File: src/rtl/dcache_pkg.sv
// Shared types, widths and helpers for the direct-mapped write-back data cache.
// Pure declarations: no logic, no latency.
package dcache_pkg;

  localparam int ADDR_W   = 32;
  localparam int WORD_W   = 32;
  localparam int BLOCK_W  = 128;
  localparam int OFFSET_W = 2;

  typedef enum logic [1:0] {
    IDLE       = 2'd0,
    COMPARE    = 2'd1,
    WRITE_BACK = 2'd2,
    ALLOCATE   = 2'd3
  } state_t;

  // Latched CPU request; the byte-lane bits of the address are dropped.
  typedef struct packed {
    logic                  we;
    logic [ADDR_W-1:2]     addr;
    logic [WORD_W-1:0]     wdata;
  } req_t;

  // Word i of a block lives at bits [32i+31:32i].
  function automatic logic [WORD_W-1:0] word_sel(input logic [BLOCK_W-1:0] blk,
                                                  input logic [OFFSET_W-1:0] off);
    word_sel = blk[{off, 5'b00000} +: WORD_W];
  endfunction

endpackage

File: src/rtl/dcache_array.sv
// Tag/valid/dirty/data storage: asynchronous read, synchronous block fill or word write.
// Valid and dirty bits reset; tag and data arrays hold whatever they last received.
module dcache_array
  import dcache_pkg::*;
#(
  parameter int LINES   = 16,
  parameter int INDEX_W = $clog2(LINES),
  parameter int TAG_W   = ADDR_W - 4 - INDEX_W
) (
  input  logic                clk,
  input  logic                rst,
  input  logic [INDEX_W-1:0]  index,
  output logic                valid,
  output logic                dirty,
  output logic [TAG_W-1:0]    tag,
  output logic [BLOCK_W-1:0]  data,
  input  logic                fill_en,
  input  logic [TAG_W-1:0]    fill_tag,
  input  logic [BLOCK_W-1:0]  fill_data,
  input  logic                word_en,
  input  logic [OFFSET_W-1:0] word_off,
  input  logic [WORD_W-1:0]   word_data
);

  logic [LINES-1:0]   valid_q;
  logic [LINES-1:0]   dirty_q;
  logic [TAG_W-1:0]   tag_mem  [LINES];
  logic [BLOCK_W-1:0] data_mem [LINES];

  assign valid = valid_q[index];
  assign dirty = dirty_q[index];
  assign tag   = tag_mem[index];
  assign data  = data_mem[index];

  always_ff @(posedge clk) begin
    if (rst) begin
      valid_q <= '0;
      dirty_q <= '0;
    end else if (fill_en) begin
      valid_q[index] <= 1'b1;
      dirty_q[index] <= 1'b0;
    end else if (word_en) begin
      dirty_q[index] <= 1'b1;
    end
  end

  always_ff @(posedge clk) begin
    if (fill_en) begin
      tag_mem[index]  <= fill_tag;
      data_mem[index] <= fill_data;
    end else if (word_en) begin
      data_mem[index][{word_off, 5'b00000} +: WORD_W] <= word_data;
    end
  end

endmodule

File: src/rtl/dcache_ctrl.sv
// Direct-mapped write-back/write-allocate data cache controller; hit acks one cycle after sampling.
// CPU is stalled through misses; memory requests are held with no timeout until mem_ack_i.
module dcache_ctrl
  import dcache_pkg::*;
#(
  parameter int LINES = 16
) (
  input  logic               clk_i,
  input  logic               rst_i,
  input  logic               cpu_req_i,
  input  logic               cpu_we_i,
  input  logic [ADDR_W-1:0]  cpu_addr_i,
  input  logic [WORD_W-1:0]  cpu_wdata_i,
  output logic [WORD_W-1:0]  cpu_rdata_o,
  output logic               cpu_ack_o,
  output logic               cpu_stall_o,
  output logic               mem_req_o,
  output logic               mem_we_o,
  output logic [ADDR_W-1:0]  mem_addr_o,
  output logic [BLOCK_W-1:0] mem_wdata_o,
  input  logic [BLOCK_W-1:0] mem_rdata_i,
  input  logic               mem_ack_i,
  output logic [31:0]        hit_cnt_o,
  output logic [31:0]        miss_cnt_o,
  output logic [31:0]        wb_cnt_o
);

  localparam int INDEX_W = $clog2(LINES);
  localparam int TAG_W   = ADDR_W - 4 - INDEX_W;

  state_t state, state_nxt;
  req_t   req_q;
  logic   recompare;

  logic [OFFSET_W-1:0] req_off;
  logic [INDEX_W-1:0]  req_index;
  logic [TAG_W-1:0]    req_tag;

  logic               line_valid, line_dirty, hit;
  logic [TAG_W-1:0]   line_tag;
  logic [BLOCK_W-1:0] line_data;
  logic               fill_en, word_en;

  // Byte-lane bits are don't-care for word accesses.
  logic unused_addr_bits;
  assign unused_addr_bits = ^cpu_addr_i[1:0];

  assign req_off   = req_q.addr[3:2];
  assign req_index = req_q.addr[4 +: INDEX_W];
  assign req_tag   = req_q.addr[ADDR_W-1 -: TAG_W];
  assign hit       = line_valid && (line_tag == req_tag);

  dcache_array #(
    .LINES   (LINES),
    .INDEX_W (INDEX_W),
    .TAG_W   (TAG_W)
  ) u_array (
    .clk       (clk_i),
    .rst       (rst_i),
    .index     (req_index),
    .valid     (line_valid),
    .dirty     (line_dirty),
    .tag       (line_tag),
    .data      (line_data),
    .fill_en   (fill_en),
    .fill_tag  (req_tag),
    .fill_data (mem_rdata_i),
    .word_en   (word_en),
    .word_off  (req_off),
    .word_data (req_q.wdata)
  );

  always_ff @(posedge clk_i) begin
    if (rst_i) state <= IDLE;
    else       state <= state_nxt;
  end

  always_comb begin
    state_nxt   = state;
    cpu_ack_o   = 1'b0;
    mem_req_o   = 1'b0;
    mem_we_o    = 1'b0;
    mem_addr_o  = '0;
    mem_wdata_o = '0;
    fill_en     = 1'b0;
    word_en     = 1'b0;
    case (state)
      IDLE: begin
        if (cpu_req_i) state_nxt = COMPARE;
      end
      COMPARE: begin
        if (hit) begin
          cpu_ack_o = 1'b1;
          word_en   = req_q.we;
          state_nxt = IDLE;
        end else if (line_valid && line_dirty) begin
          state_nxt = WRITE_BACK;
        end else begin
          state_nxt = ALLOCATE;
        end
      end
      WRITE_BACK: begin
        mem_req_o   = 1'b1;
        mem_we_o    = 1'b1;
        mem_addr_o  = {line_tag, req_index, 4'b0000};
        mem_wdata_o = line_data;
        if (mem_ack_i) state_nxt = ALLOCATE;
      end
      ALLOCATE: begin
        mem_req_o  = 1'b1;
        mem_addr_o = {req_tag, req_index, 4'b0000};
        if (mem_ack_i) begin
          fill_en   = 1'b1;
          state_nxt = COMPARE;
        end
      end
      default: state_nxt = IDLE;
    endcase
    // A reset edge abandons any in-flight line update.
    if (rst_i) begin
      fill_en = 1'b0;
      word_en = 1'b0;
    end
  end

  assign cpu_stall_o = (state != IDLE) && !cpu_ack_o;
  assign cpu_rdata_o = (cpu_ack_o && !req_q.we) ? word_sel(line_data, req_off) : '0;

  always_ff @(posedge clk_i) begin
    if (rst_i) begin
      req_q <= '0;
    end else if (state == IDLE && cpu_req_i) begin
      req_q.we    <= cpu_we_i;
      req_q.addr  <= cpu_addr_i[ADDR_W-1:2];
      req_q.wdata <= cpu_wdata_i;
    end
  end

  // Marks the compare that follows a fill so it is not counted a second time.
  always_ff @(posedge clk_i) begin
    if (rst_i) begin
      recompare <= 1'b0;
    end else if (state == ALLOCATE && mem_ack_i) begin
      recompare <= 1'b1;
    end else if (state == IDLE) begin
      recompare <= 1'b0;
    end
  end

  always_ff @(posedge clk_i) begin
    if (rst_i) begin
      hit_cnt_o  <= '0;
      miss_cnt_o <= '0;
      wb_cnt_o   <= '0;
    end else begin
      if (state == COMPARE && hit && !recompare)  hit_cnt_o  <= hit_cnt_o + 32'd1;
      if (state == COMPARE && !hit && !recompare) miss_cnt_o <= miss_cnt_o + 32'd1;
      if (state == WRITE_BACK && mem_ack_i)       wb_cnt_o   <= wb_cnt_o + 32'd1;
    end
  end

endmodule

File: config.mk
export PLATFORM = sky130hd
export DESIGN_NAME = dcache_ctrl
export DESIGN_NICKNAME = d
export VERILOG_FILES = /design/src/rtl/dcache_pkg.sv /design/src/rtl/dcache_array.sv /design/src/rtl/dcache_ctrl.sv
export SDC_FILE = /design/constraint.sdc
export NUM_CORES = 2
export LEC_CHECK = 0
export CAP_MARGIN = 30
export CELL_PAD_IN_SITES_DETAIL_PLACEMENT = 0
export CELL_PAD_IN_SITES_GLOBAL_PLACEMENT = 1
export CORE_UTILIZATION = 45
export CTS_BUF_LIST = sky130_fd_sc_hd__clkbuf_8
export DETAILED_ROUTE_END_ITERATION = 6
export GPL_ROUTABILITY_DRIVEN = 0
export PLACE_DENSITY_LB_ADDON = 0.12
export REMOVE_ABC_BUFFERS = 1
export SLEW_MARGIN = 20
export SYNTH_ARGS = -nofsm -noshare
export SYNTH_HDL_FRONTEND = slang
export SYNTH_HIERARCHICAL = 1
export SYNTH_SLANG_ARGS = --single-unit
File: constraint.sdc
create_clock -name clk_i -period 10.2 [get_ports clk_i]
set_input_delay 2.04 -clock clk_i [delete_from_list [all_inputs] [get_ports clk_i]]
set_output_delay 2.04 -clock clk_i [all_outputs]
set_load 0.05 [all_outputs]
==> flow_summary_export.csv <==
group,metric,value,unit
layout,syn2layout_area_growth,16.9,%
timing,tightest_slew,1290,ps
clocking,cts_buffers,441,
drt,drc_errors,0,
hold_path,hold_path.class,"flop to flop",
clocking,cts_hold_buffers,0,
global_route,met2_usage,43.7,%
clocking,insertion_delay,1110,ps
setup_path,arrival,6880,ps
floorplanning,num_rows,175,
setup_path,required,8160,ps
global_route,grt_antenna_before_repair,51,
drt,wire_per_inst,33.9,um
layout,final_nets,6234,
clocking,root_buffer,"clkbuf_8",
floorplanning,die_h,481,um
yosys,netlist_area,0.103,mm2
floorplanning,die_x,481,um
setup_path,r2r_slack,2680,ps
timing,hold_viol,0,
timing,period_needed,8920,ps
place,portBuffers,482,
setup_path,crit_path_end,"cpu_rdata_o[7]",
setup_path,endpoint_kind,"output pin",
place,hpwlAfterDp,188000,um
setup_path,startpoint,"req_index[1]",
setup_path,path_common_cell,"buf_4",
timing,whs,464,ps
yosys,synth-edff-count,2432,
yosys,yosysWarnings,6,
global_route,grt_use_total,27.5,%
setup_path,r2r-start,"req_index[0]",
layout,drive_gt1_share,22.8,%
global_route,grt_pass1_vias,56510,
setup_path,path_cells,"buf_12 -> mux4_2 -> a22oi_1 -> nand2_1 -> xnor2_1 -> nand4_1 -> nor4_4 -> buf_4 -> and2_1 -> nand3b_1 -> buf_4 -> nor2b_1 -> clkdlybuf4s50_1",
power,power.leakage,38.0,nW
timing,grt_setup_unrepaired,"no",
setup_path,critPathKind,"flop to output pin",
yosys,avgSynthCellArea,19.6,um2
layout,final_core_util,52.9,%
yosys,synthDistinctLibCells,54,
drt,drtIter0Drc,5948,
power,max-vdd-ir-drop,136,uV
run_status,outcome,"completed",
yosys,async_reset_ff_share,0,%
job,cap_violations,0,
clocking,clock_path_buffers,4,
clocking,clk_pin_slew,60,ps
clocking,tritoncts,"yes",
timing,max-slew-margin-rel,14.3,%
timing,finalMaxSlewViolations,0,
global_route,grt_overflow_total,0,
setup_path,cp_slowest_stage_delay,900,ps
setup_path,start_kind,"flop",
place,place_area,0.113,mm2
setup_path,r2r-end,"u_array/data_mem[13][45]",
setup_path,cp_max_fo,121,
setup_path,slowest_stage,"clkdlybuf4s50_1",
global_route,grt_pass1_wl,438000,um
floorplanning,start_util,45.3,%
layout,final_cell_area,0.120,mm2
drt,ant_nets,0,
clocking,cts_sinks,2626,
layout,n_fill_cell,18184,
global_route,grt_use_met1,37.1,%
yosys,synth-main-ff-cell,"edfxtp_1",
power,power_density,212,mW/mm2
clocking,htree_levels,5,
floorplanning,pin_count,489,
yosys,synth_cells,5254,
drt,dr.pass1.iters,5,
timing,setup_viol,0,
timing,setup_ws,1280,ps
drt,vias,56697,
drt,wl,319000,um
timing,finalClockSkew,83.2,ps
floorplanning,die_area,0.231,mm2
timing,fmax,112,MHz
global_route,grtUsageMet3,6.28,%
timing,timing.final.crit_share,87.4,%
clocking,post_cts_buffers,0,
global_route,grt-busiest-layer,"met2",
setup_path,reg2regPathDepth,14,
yosys,ys_ff_latch,2626,
global_route,grt_max_degree,149,
place,dp_slack,2320,ps
yosys,yosysSeqAreaShare,74.6,%
clocking,cts_resized,0,
floorplanning,core_area,0.227,mm2
drt,viasPerCell,6.03,
timing,setup_tns,0,ps
stage by stage:
stage               power [mW]  cells
finish                    25.5   9408
detailed placement        17.3   8588
CTS                       25.7   9374
global placement          17.3   8567
global route              26.3   9384
floorplan                 16.8   4920
logic make-up (layout without fill, tap and decap cells):
logic type | count (synthesis) | in the layout | synth area share (%)
buffers and inverters | 364 | 1475 | 1.62
multiplexers | 650 | 650 | 14.2
flip-flops | 2626 | 2626 | 74.6
AND/OR/NAND/NOR | 860 | 860 | 4.04
other | 1 | 35 | 0.00364
AO/OA/AOI/OAI | 667 | 667 | 4.72
adder cells (fa/ha/maj) | 12 | 12 | 0.146
XOR/XNOR | 74 | 74 | 0.629
report_power, final:
group	switching (mW)	total [mW]	internal [mW]
combinational	3.26	4.95	1.68
clock	4.13	8.39	4.26
sequential	0.231	12.1	11.9
final cells by class:
class | instances | area (um2) | share of cell area (%)
Antenna cell | 31 | 77.6 | 0.0644
Clock inverter | 324 | 1430 | 1.18
Sequential cell | 2626 | 76900 | 63.9
Multi-Input combinational cell | 2267 | 25100 | 20.8
Inverter | 27 | 101 | 0.0842
Timing Repair Buffer | 662 | 6670 | 5.54
Clock buffer | 462 | 6360 | 5.28
Tap cell | 3009 | 3760 | 3.13
cell usage after synthesis (35+ instances only):
cell type	n	area, um2
mux4_2	648	14600
nand2_1	339	1270
nor2_1	153	574
a22o_1	152	1330
a21oi_1	109	546
clkbuf_1	201	754
and2_1	138	863
xnor2_1	37	324
nand4_1	35	219
buf_4	54	405
edfxtp_1	2432	73000
xor2_1	37	324
buf_2	51	255
dfxtp_1	194	3880
nor2b_1	40	250
a22oi_1	308	2310
critical path, delay by kind of cell (launching register included):
family	cells	cell delay [ps]
AOI/OAI and AO/OA	1	160
xor gates and xnor gates	1	370
buffers and inverters	4	2070
DFF	1	780
muxes	1	420
and+or+nand+nor	6	1670
sequential cells by signal (all words and copies together), names as in the netlist, named ones only:
signal	count
hit_cnt_o	32
req_q	57
req_index	4
req_off	2
miss_cnt_o	32
state	2
u_array/tag_mem	384
u_array/valid_q	16
u_array/data_mem	2048
recompare	1
wb_cnt_o	32
cell usage in the layout (no fill, tap or decap), types with 66 or more instances in the layout:
cell type / synthesis / routed
clkdlybuf4s50_1: 0 / 481
a22oi_1: 308 / 308
nand2_1: 339 / 335
a22o_1: 152 / 152
and2_1: 138 / 136
a21oi_1: 109 / 105
edfxtp_1: 2432 / 2432
inv_1: 27 / 198
buf_4: 54 / 143
clkbuf_8: 0 / 463
dfxtp_1: 194 / 187
nor2_1: 153 / 86
nor2_4: 0 / 66
mux4_2: 648 / 648
clkinv_1: 0 / 99
per-layer routing:
metal	wire length, um	up-vias
met4	12700	22
met5	143	-
met1	125000	30187
met3	28100	507
met2	152000	2667
li1	-	23314
how the worst min path moves through the flow:
| stage | start | end | slack, ps | cells after the start |
|---|---|---|---|---|
| 3_5_place_dp | u_array/valid_q[1] | u_array/valid_q[1] | 450 | 2 |
| 4_1_cts | req_q[12] | req_q[12] | 460 | 2 |
| 5_1_grt | req_q[62] | req_q[62] | 480 | 2 |
| 6_report | req_q[62] | req_q[62] | 460 | 2 |
| 2_1_floorplan | recompare | recompare | 430 | 2 |
| 3_3_place_gp | u_array/valid_q[14] | u_array/valid_q[14] | 440 | 2 |
Power figures use the tool's default switching activity.
